`src/rtl/jtvigil_pkg.sv`:
```
// Shared constants for the Vigilante sound controller: I/O port map,
// interrupt vector bit positions and the sample fetch state encoding.
package jtvigil_pkg;

  // Sound CPU I/O ports
  localparam logic [7:0] PORT_LATCH   = 8'h02;
  localparam logic [7:0] PORT_ADDR_LO = 8'h80;
  localparam logic [7:0] PORT_ADDR_HI = 8'h81;
  localparam logic [7:0] PORT_DAC     = 8'h82;
  localparam logic [7:0] PORT_IRQ_ACK = 8'h83;
  localparam logic [7:0] PORT_SMP     = 8'h84;

  // Bits cleared in the 0xFF interrupt vector for each pending source
  localparam int VEC_LATCH_BIT = 5;
  localparam int VEC_YM_BIT    = 4;

  typedef enum logic [1:0] {
    ST_IDLE  = 2'd0,
    ST_FETCH = 2'd1,
    ST_READY = 2'd2
  } fetch_state_t;

  // Interrupt vector: 0xFF with one bit pulled low per pending source
  function automatic logic [7:0] irq_vector(input logic latch_irq, input logic ym_irq_n);
    logic [7:0] v;
    v = 8'hFF;
    v[VEC_LATCH_BIT] = ~latch_irq;
    v[VEC_YM_BIT]    = ym_irq_n;
    return v;
  endfunction

endpackage

```
`src/rtl/jtvigil_snd_ctrl.sv`:
```
// Vigilante sound CPU glue: main-CPU sound latch with interrupt, interrupt
// vector generation, sample ROM address/fetch logic and the DAC register.
// The sample address is written as two bytes, so SMP_AW must be at least 16.
module jtvigil_snd_ctrl
  import jtvigil_pkg::*;
#(
  parameter int SMP_AW = 16
) (
  input  logic              clk,
  input  logic              rst,
  input  logic              cen,
  input  logic              latch_cs,
  input  logic [7:0]        main_dout,
  input  logic [7:0]        io_addr,
  input  logic              io_wr,
  input  logic              io_rd,
  input  logic              int_ack,
  input  logic [7:0]        snd_dout,
  input  logic              ym_irq_n,
  output logic              snd_int_n,
  output logic [7:0]        io_din,
  output logic              wait_n,
  output logic [SMP_AW-1:0] smp_addr,
  output logic              smp_cs,
  input  logic [7:0]        smp_data,
  input  logic              smp_ok,
  output logic [7:0]        dac
);

  logic         latch_cs_l;
  logic         latch_rise;
  logic [7:0]   snd_latch;
  logic         latch_irq;
  logic [7:0]   smp_buf;
  logic         settle;
  logic         wr_en;
  logic         addr_wr;
  logic         irq_clr;
  logic         accept;
  fetch_state_t state, state_nxt;

  // Register writes only happen on sound CPU clock-enable cycles; reads and
  // the vector are combinational so the CPU sees data for the whole cycle.
  assign wr_en      = cen & io_wr;
  assign addr_wr    = wr_en & ((io_addr == PORT_ADDR_LO) | (io_addr == PORT_ADDR_HI) |
                               (io_addr == PORT_DAC));
  assign irq_clr    = wr_en & (io_addr == PORT_IRQ_ACK);
  assign latch_rise = latch_cs & ~latch_cs_l;
  // The first FETCH cycle is a settle cycle: ROM data there belongs to the old address
  assign accept     = (state == ST_FETCH) & smp_ok & ~settle;

  // Previous latch strobe, tracked through reset so a strobe held across reset is not captured
  always_ff @(posedge clk) begin
    latch_cs_l <= latch_cs;
  end

  // Sound latch capture and its interrupt flag; a capture wins over a clear
  always_ff @(posedge clk) begin
    if (rst) begin
      snd_latch <= 8'h00;
      latch_irq <= 1'b0;
    end else if (latch_rise) begin
      snd_latch <= main_dout;
      latch_irq <= 1'b1;
    end else if (irq_clr) begin
      latch_irq <= 1'b0;
    end
  end

  // Registered interrupt line combining the latch and YM2151 sources
  always_ff @(posedge clk) begin
    if (rst) snd_int_n <= 1'b1;
    else     snd_int_n <= ~(latch_irq | ~ym_irq_n);
  end

  // Sample address byte loads, DAC load with address post-increment
  always_ff @(posedge clk) begin
    if (rst) begin
      smp_addr <= '0;
      dac      <= 8'h80;
    end else if (wr_en) begin
      case (io_addr)
        PORT_ADDR_LO: smp_addr[7:0]  <= snd_dout;
        PORT_ADDR_HI: smp_addr[15:8] <= snd_dout;
        PORT_DAC: begin
          dac      <= snd_dout;
          smp_addr <= smp_addr + SMP_AW'(1);
        end
        default: ;
      endcase
    end
  end

  // Fetch state register plus the settle flag marking the first FETCH cycle
  always_ff @(posedge clk) begin
    if (rst) begin
      state  <= ST_IDLE;
      settle <= 1'b0;
    end else begin
      state  <= state_nxt;
      settle <= addr_wr;
    end
  end

  // Fetch next state; any address change restarts the fetch and drops in-flight data
  always_comb begin
    state_nxt = state;
    smp_cs    = (state == ST_FETCH);
    if (addr_wr) begin
      state_nxt = ST_FETCH;
    end else begin
      case (state)
        ST_IDLE:  state_nxt = ST_IDLE;
        ST_FETCH: if (accept) state_nxt = ST_READY;
        ST_READY: state_nxt = ST_READY;
        default:  state_nxt = ST_IDLE;
      endcase
    end
  end

  // Sample byte buffer, loaded only from an accepted, non-superseded fetch
  always_ff @(posedge clk) begin
    if (rst)                     smp_buf <= 8'h00;
    else if (accept && !addr_wr) smp_buf <= smp_data;
  end

  // Read data mux; the interrupt vector takes priority over port reads
  always_comb begin
    io_din = 8'hFF;
    if (!rst) begin
      if (int_ack) begin
        io_din = irq_vector(latch_irq, ym_irq_n);
      end else if (io_rd) begin
        case (io_addr)
          PORT_LATCH: io_din = snd_latch;
          PORT_SMP:   io_din = smp_buf;
          default:    io_din = 8'hFF;
        endcase
      end
    end
  end

  // Stall a sample read until a fetched byte is available
  assign wait_n = rst | ~(io_rd & ~int_ack & (io_addr == PORT_SMP) & (state != ST_READY));

endmodule

```
`config.mk`:
```
export PLATFORM = sky130hd
export DESIGN_NAME = jtvigil_snd_ctrl
export DESIGN_NICKNAME = d
export VERILOG_FILES = /design/src/rtl/jtvigil_pkg.sv /design/src/rtl/jtvigil_snd_ctrl.sv
export SDC_FILE = /design/constraint.sdc
export NUM_CORES = 1
export LEC_CHECK = 0
export BUFFER_PORTS_ARGS = -buffer_cell sky130_fd_sc_hd__buf_4
export CORE_MARGIN = 2
export CORE_UTILIZATION = 45
export DETAILED_ROUTE_END_ITERATION = 16
export PLACE_DENSITY = 0.8
export SYNTH_ARGS = -nofsm -noshare
export SYNTH_HDL_FRONTEND = slang
export SYNTH_SLANG_ARGS = --single-unit
```
`constraint.sdc`:
```
create_clock -name clk -period 2.3 [get_ports clk]
set_input_delay 0.115 -clock clk [delete_from_list [all_inputs] [get_ports clk]]
set_output_delay 0.115 -clock clk [all_outputs]
set_load 0.02 [all_outputs]
```
==> flow_summary.yaml, run 1 <==
finish:
  syn2layout_area_growth_pct: 31.5
  fin_area_um2: 3190
  drive_gt1_share_pct: 27.6
  antenna_cells: 0
  instances_no_fill: 429
  fillers: 496
  nets: 402
  final_core_util_pct: 62.0
route:
  drt_wl_total_um: 6710
  ant_nets: 0
  drt_first_pass_iters: 5
  via_count: 2524
  route.detailed.wl_per_inst_um: 15.6
  drtIter0Drc: 253
  via_per_inst: 5.88
  drc: 0
placed_design:
  post-dp-hpwl_um: 4850
  place_area_um2: 3060
  port_buffers: 75
  dpl_worst_slack_ns: 0.319
  globalplace.congestion: 0.866
  dpl.cell_count: 420
clock_tree:
  cts_buffers: 5
  h-tree-depth: 2
  cts_tree: "yes"
  clockRootBuffer: "clkbuf_8"
  clockBufferDepth: 2
  clk_pin_slew_ns: 0.10
  clk_latency_ns: 0.31
  clkSinkCount: 46
  cts-resized-gates: 0
critical_path:
  critPathCaptureType: "output port"
  crit_fanout: 7
  crit_chain: "buf_4 > or3b_2 > a2111oi_0 > buf_4 > nand2_1 > a221o_1 > buf_4"
  critPathArrivalTime_ns: 1.86
  r2r-end: "smp_addr[10]$_SDFFE_PP0P_"
  cp-startpoint: "io_addr[2]"
  regToRegStartpoint: "smp_addr[0]$_SDFFE_PP0P_"
  cp_slowest_cell: "or3b_2"
  cp_slowest_stage_delay_ns: 0.45
  rr_worst_depth: 5
  regToRegSetupSlack_ns: 0.60
  cp_top_family: "compound AO/OA/AOI/OAI gates"
  required_ns: 2.18
  critPathMostFrequentCell: "buf_4"
  worst-path-stages: 7
  worstSetupPathType: "input port to output port"
  worstSetupEndpoint: "io_din[0]"
  critPathBufInv: 3
  start_kind: "input port"
logic_synthesis:
  synthAdderAreaFrac_pct: 1.55
  ys_ff_latch: 46
  yosysMostFrequentCell: "dfxtp_1"
  syn-instance-count: 285
  syn_avg_cell_area_um2: 8.50
  synthArstFlopShare_pct: 0
  synthDistinctLibCells: 49
  ys_seq_area_share_pct: 38.0
  synthSimpleGateAreaFrac_pct: 24.2
  synth_edf_count: 0
  ys.flop_type: "dfxtp_1"
  synth_xor_xnor_area_share_pct: 0
  synth_compound_area_share_pct: 24.6
  syn-cell-area_um2: 2420
  synthTopCellsByCount: "dfxtp_1 (46), nand2_1 (31), a21oi_1 (24)"
  yosys.area.top_type_share_pct: 38.0
  yosys_warnings: 0
  synth_top_cell_by_area: "dfxtp_1"
  synthMuxAreaShare_pct: 6.61
  syn_nets: 329
  synth_area_leaders: "dfxtp_1 (38%), mux2i_1 (6.6%), a21oi_1 (5.0%)"
  synth_top_family_by_area: "compound AO/OA/AOI/OAI gates"
floorplan:
  dieArea_um2: 5990
  ioPinCount: 76
  die_height_um: 77.4
  row_count: 26
  core_area_um2: 5140
  start_util_pct: 47.1
  fp.dieW_um: 77.4
power:
  power.total_mw: 1.59
  clkPwrFrac_pct: 38.9
  combPwrFrac_pct: 9.9
  switching_share_pct: 24.0
  seqPwrFrac_pct: 51.2
  p_int_mw: 1.21
  p_sw_mw: 0.382
  powerDensity_nw_per_um2: 498
  p_leak_nw: 1.22
  ir_drop_mv: 0.351
timing:
  worst_slack_ns: 0.326
  timing.final.crit_share_pct: 85.8
  hold_viol: 0
  rsz0062_at_grt: "no"
  finalSetupTns_ns: 0
  tightest_slew_ns: 0.570
  fin_skew_ns: 0.00832
  fin_hold_ws_ns: 0.0401
  finalSetupViolCount: 0
  layout_min_cycle_time_ns: 1.97
  report.final.slew_viol_count: 0
  max_slew_margin_pct: 61.4
  max_freq_ghz: 0.507
grt:
  antenna_found_initial: 0
  grt_pass1_wl_um: 10900
  grt_overflow: 0
  gr-usage-all-layers_pct: 22.5
  grt_pass1_vias: 2283
  grt_max_degree: 47
run:
  drv_cap: 0
hold_path:
  hold_start: "smp_data[7]"
  hold_path.class: "input port to flip-flop"
outcome:
  outcome: "finished clean"
[worst min-delay path by stage]
stage,end,cells past startpoint,slack [ns]
CTS,smp_buf[7]$_SDFFE_PP0P_,3,0.04
floorplan,latch_cs_l$_DFF_P_,0,0.14
finish,smp_buf[7]$_SDFFE_PP0P_,3,0.04
detailed placement,latch_cs_l$_DFF_P_,1,0.24
global placement,latch_cs_l$_DFF_P_,1,0.23
global route,smp_buf[1]$_SDFFE_PP0P_,3,0.05
[state kept, by name (all words and copies together) (netlist names)]
name	cells
smp_addr	16
dac	8
smp_buf	8
snd_latch	8
state	2
latch_cs_l	1
latch_irq	1
settle	1
snd_int_n	1
[placed cells by master (no fill, tap or decap), drive strengths merged, types with 3 or more instances in the layout]
cell type  instances
and2               5
a311oi             4
dfxtp             46
nand2b             8
nor2              22
o32ai              7
a221o              8
nand4              5
a32o               4
and3               4
o21ai             12
nor4b              3
buf               83
a21o               4
mux2i             16
and4               3
o31ai              3
a21oi             24
o31a               4
nand2             31
nor3               4
inv               13
nand3              9
clkbuf             5
ha                 3
[area by class of cell]
cell class	count	area, um2	area share (%)
Tap cell	70	87.6	2.75
Inverter	13	48.8	1.53
Multi-Input combinational cell	208	1380	43.4
Timing Repair Buffer	84	633	19.9
Sequential cell	46	921	28.9
Clock inverter	3	45.0	1.41
Clock buffer	5	68.8	2.16
[repair_timing]
action	4_1_cts	5_1_grt
hold buffers	1	0
buffers inserted	0	0
hold endpoints to repair	1	0
[power by group through the flow]
stage,registers (mW),logic [mW],clock network [mW]
2_1_floorplan,0.831,0.0664,0
3_3_place_gp,0.832,0.149,0
3_5_place_dp,0.832,0.153,0
4_1_cts,0.813,0.155,0.627
5_1_grt,0.815,0.171,0.659
6_report,0.813,0.157,0.618
[cell families (layout without fill, tap and decap cells)]
kind of cell	Yosys count	count (layout)
muxes	16	16
AOI/OAI and AO/OA	82	82
DFF	46	46
buffers and inverters	31	105
and+or+nand+nor	107	107
adders and majority gates	3	3
[tightest hold or removal path, delay by kind of cell]
kind                   cells  cell delay [ns]
muxes                      1             0.05
and+or+nand+nor            1             0.07
buffers and inverters      1             0.08
[routing by layer]
layer,share of wire [%],GRT usage [%]
met1,45,30.8
met2,46,34.1
met3,7.2,6.16
met4,1.6,7.86
met5,0,0
No activity file was read; power rests on OpenSTA's default activity.
==> run 2, diff against run 1 <==
--- a/config.mk
+++ b/config.mk
@@ -10,6 +10,8 @@
 export CORE_UTILIZATION = 45
 export DETAILED_ROUTE_END_ITERATION = 16
 export PLACE_DENSITY = 0.8
+export RECOVER_POWER = 50
+export REMOVE_ABC_BUFFERS = 1
 export SYNTH_ARGS = -nofsm -noshare
 export SYNTH_HDL_FRONTEND = slang
 export SYNTH_SLANG_ARGS = --single-unit
==> run 2 against run 1 <==
Effect of this change: maximum frequency shrank 1.3%; die area is the same; design area decreased by 4.5%; combinational power fell by 5%.
==> flow_summary.yaml, run 2 (synthesized netlist as in run 1, its figures left out) <==
critical_path:
  critPathMostFrequentCell: "buf_4"
  critPathCaptureType: "output port"
  critPathBufInv: 2
  critPathArrivalTime_ns: 1.89
  crit_fanout: 7
  required_ns: 2.18
  crit_chain: "buf_4 > or3b_2 > a2111oi_1 > nand2_1 > a221o_1 > buf_4"
  cp_slowest_cell: "a2111oi_1"
  cp_top_family: "compound AO/OA/AOI/OAI gates"
  worstSetupPathType: "input port to output port"
  cp_slowest_stage_delay_ns: 0.47
  start_kind: "input port"
hold_path:
  hold_path.class: "input port to flip-flop"
finish:
  final_core_util_pct: 59.2
  syn2layout_area_growth_pct: 25.6
  antenna_cells: 0
  fin_area_um2: 3040
  nets: 400
  drive_gt1_share_pct: 19.0
  instances_no_fill: 427
  layout_commonest_cell: "buf_4"
  fillers: 531
  largest_reg_flops: 16
  top_register: "smp_addr"
  final_cell_mix: "buf_4 (52), dfxtp_1 (46), nand2_1 (31)"
grt:
  grt_pass1_wl_um: 10700
  grt_overflow: 0
  antenna_found_initial: 0
  grt_pass1_vias: 2271
  met1_usage_pct: 30.0
  grt.busiest_layer: "met2"
  grt_util_met2_pct: 34.4
  grt_max_degree: 47
  use_met3_pct: 5.70
  gr-usage-all-layers_pct: 22.3
timing:
  hold_viol: 0
  layout_min_cycle_time_ns: 2.00
  max_freq_ghz: 0.500
  fin_hold_ws_ns: 0.0441
  finalSetupViolCount: 0
  tightest_slew_ns: 0.911
  timing.final.crit_share_pct: 87.0
  max_slew_margin_pct: 39.3
  worst_slack_ns: 0.299
  finalSetupTns_ns: 0
  report.final.slew_viol_count: 0
  fin_skew_ns: 0.00621
  rsz0062_at_grt: "no"
placed_design:
  globalplace.congestion: 0.906
  dpl_worst_slack_ns: 0.199
  port_buffers: 75
  dpl.cell_count: 418
  place_area_um2: 3050
  post-dp-hpwl_um: 4770
clock_tree:
  cts_tree: "yes"
  clockBufferDepth: 2
  cts_buffers: 5
  clockRootBuffer: "clkbuf_8"
  clkSinkCount: 46
  clk_pin_slew_ns: 0.09
  clk_latency_ns: 0.30
  h-tree-depth: 2
floorplan:
  die_height_um: 77.4
  ioPinCount: 76
  row_count: 26
  start_util_pct: 47.1
  dieArea_um2: 5990
  core_area_um2: 5140
  fp.dieW_um: 77.4
route:
  via_count: 2437
  ant_nets: 0
  drt_first_pass_iters: 4
  route.detailed.wl_per_inst_um: 15.4
  drt_wl_total_um: 6570
  drc: 0
  drtIter0Drc: 150
  via_per_inst: 5.71
power:
  power.total_mw: 1.48
  p_leak_nw: 1.09
  powerDensity_nw_per_um2: 486
  ir_drop_mv: 0.298
outcome:
  outcome: "finished clean"
run:
  drv_cap: 0
-- run 2: cell type report --
| cell class | count | area [um2] | area share (%) |
|---|---|---|---|
| repair buffers | 82 | 510 | 16.8 |
| multi-input cells | 208 | 1380 | 45.5 |
| clock inverters | 1 | 5.00 | 0.165 |
| flip-flops and latches | 46 | 921 | 30.3 |
| clock buffers | 7 | 86.3 | 2.84 |
| inverters | 13 | 48.8 | 1.60 |
| well taps | 70 | 87.6 | 2.88 |
-- run 2: worst min-delay path, delay by kind of cell --
| family | cells | cell delay [ns] |
|---|---|---|
| buffers and inverters | 1 | 0.08 |
| and+or+nand+nor | 1 | 0.07 |
| muxes | 1 | 0.05 |
-- run 2: where the power goes --
| part | switching (mW) | internal (mW) |
|---|---|---|
| sequential | 0.00657 | 0.806 |
| combinational | 0.0767 | 0.0721 |
| clock | 0.274 | 0.243 |
-- run 2: layer usage --
metal	wire length (um)	vias to the layer above
met3	438	11
met1	3030	1145
li1	-	1201
met4	121	0
met2	2990	80
met5	0	-
-- run 2: worst paths after layout --
kind                             start                   endpoint  slack (ns)  cells after the start
max                         io_addr[2]                  io_din[7]        0.30                      6
min                        smp_data[4]    smp_buf[4]$_SDFFE_PP0P_        0.04                      3
max reg2reg   smp_addr[0]$_SDFFE_PP0P_  smp_addr[10]$_SDFFE_PP0P_        0.62                      5
min reg2reg  snd_latch[3]$_SDFFE_PP0P_  snd_latch[3]$_SDFFE_PP0P_        0.47                      2
-- run 2: timing repair --
action | in CTS | in global routing
hold endpoints to repair | 1 | 0
hold buffers | 1 | 0
buffers inserted | 0 | 0
resized for setup | 0 | 1
endpoints found under the setup margin | 0 | 6
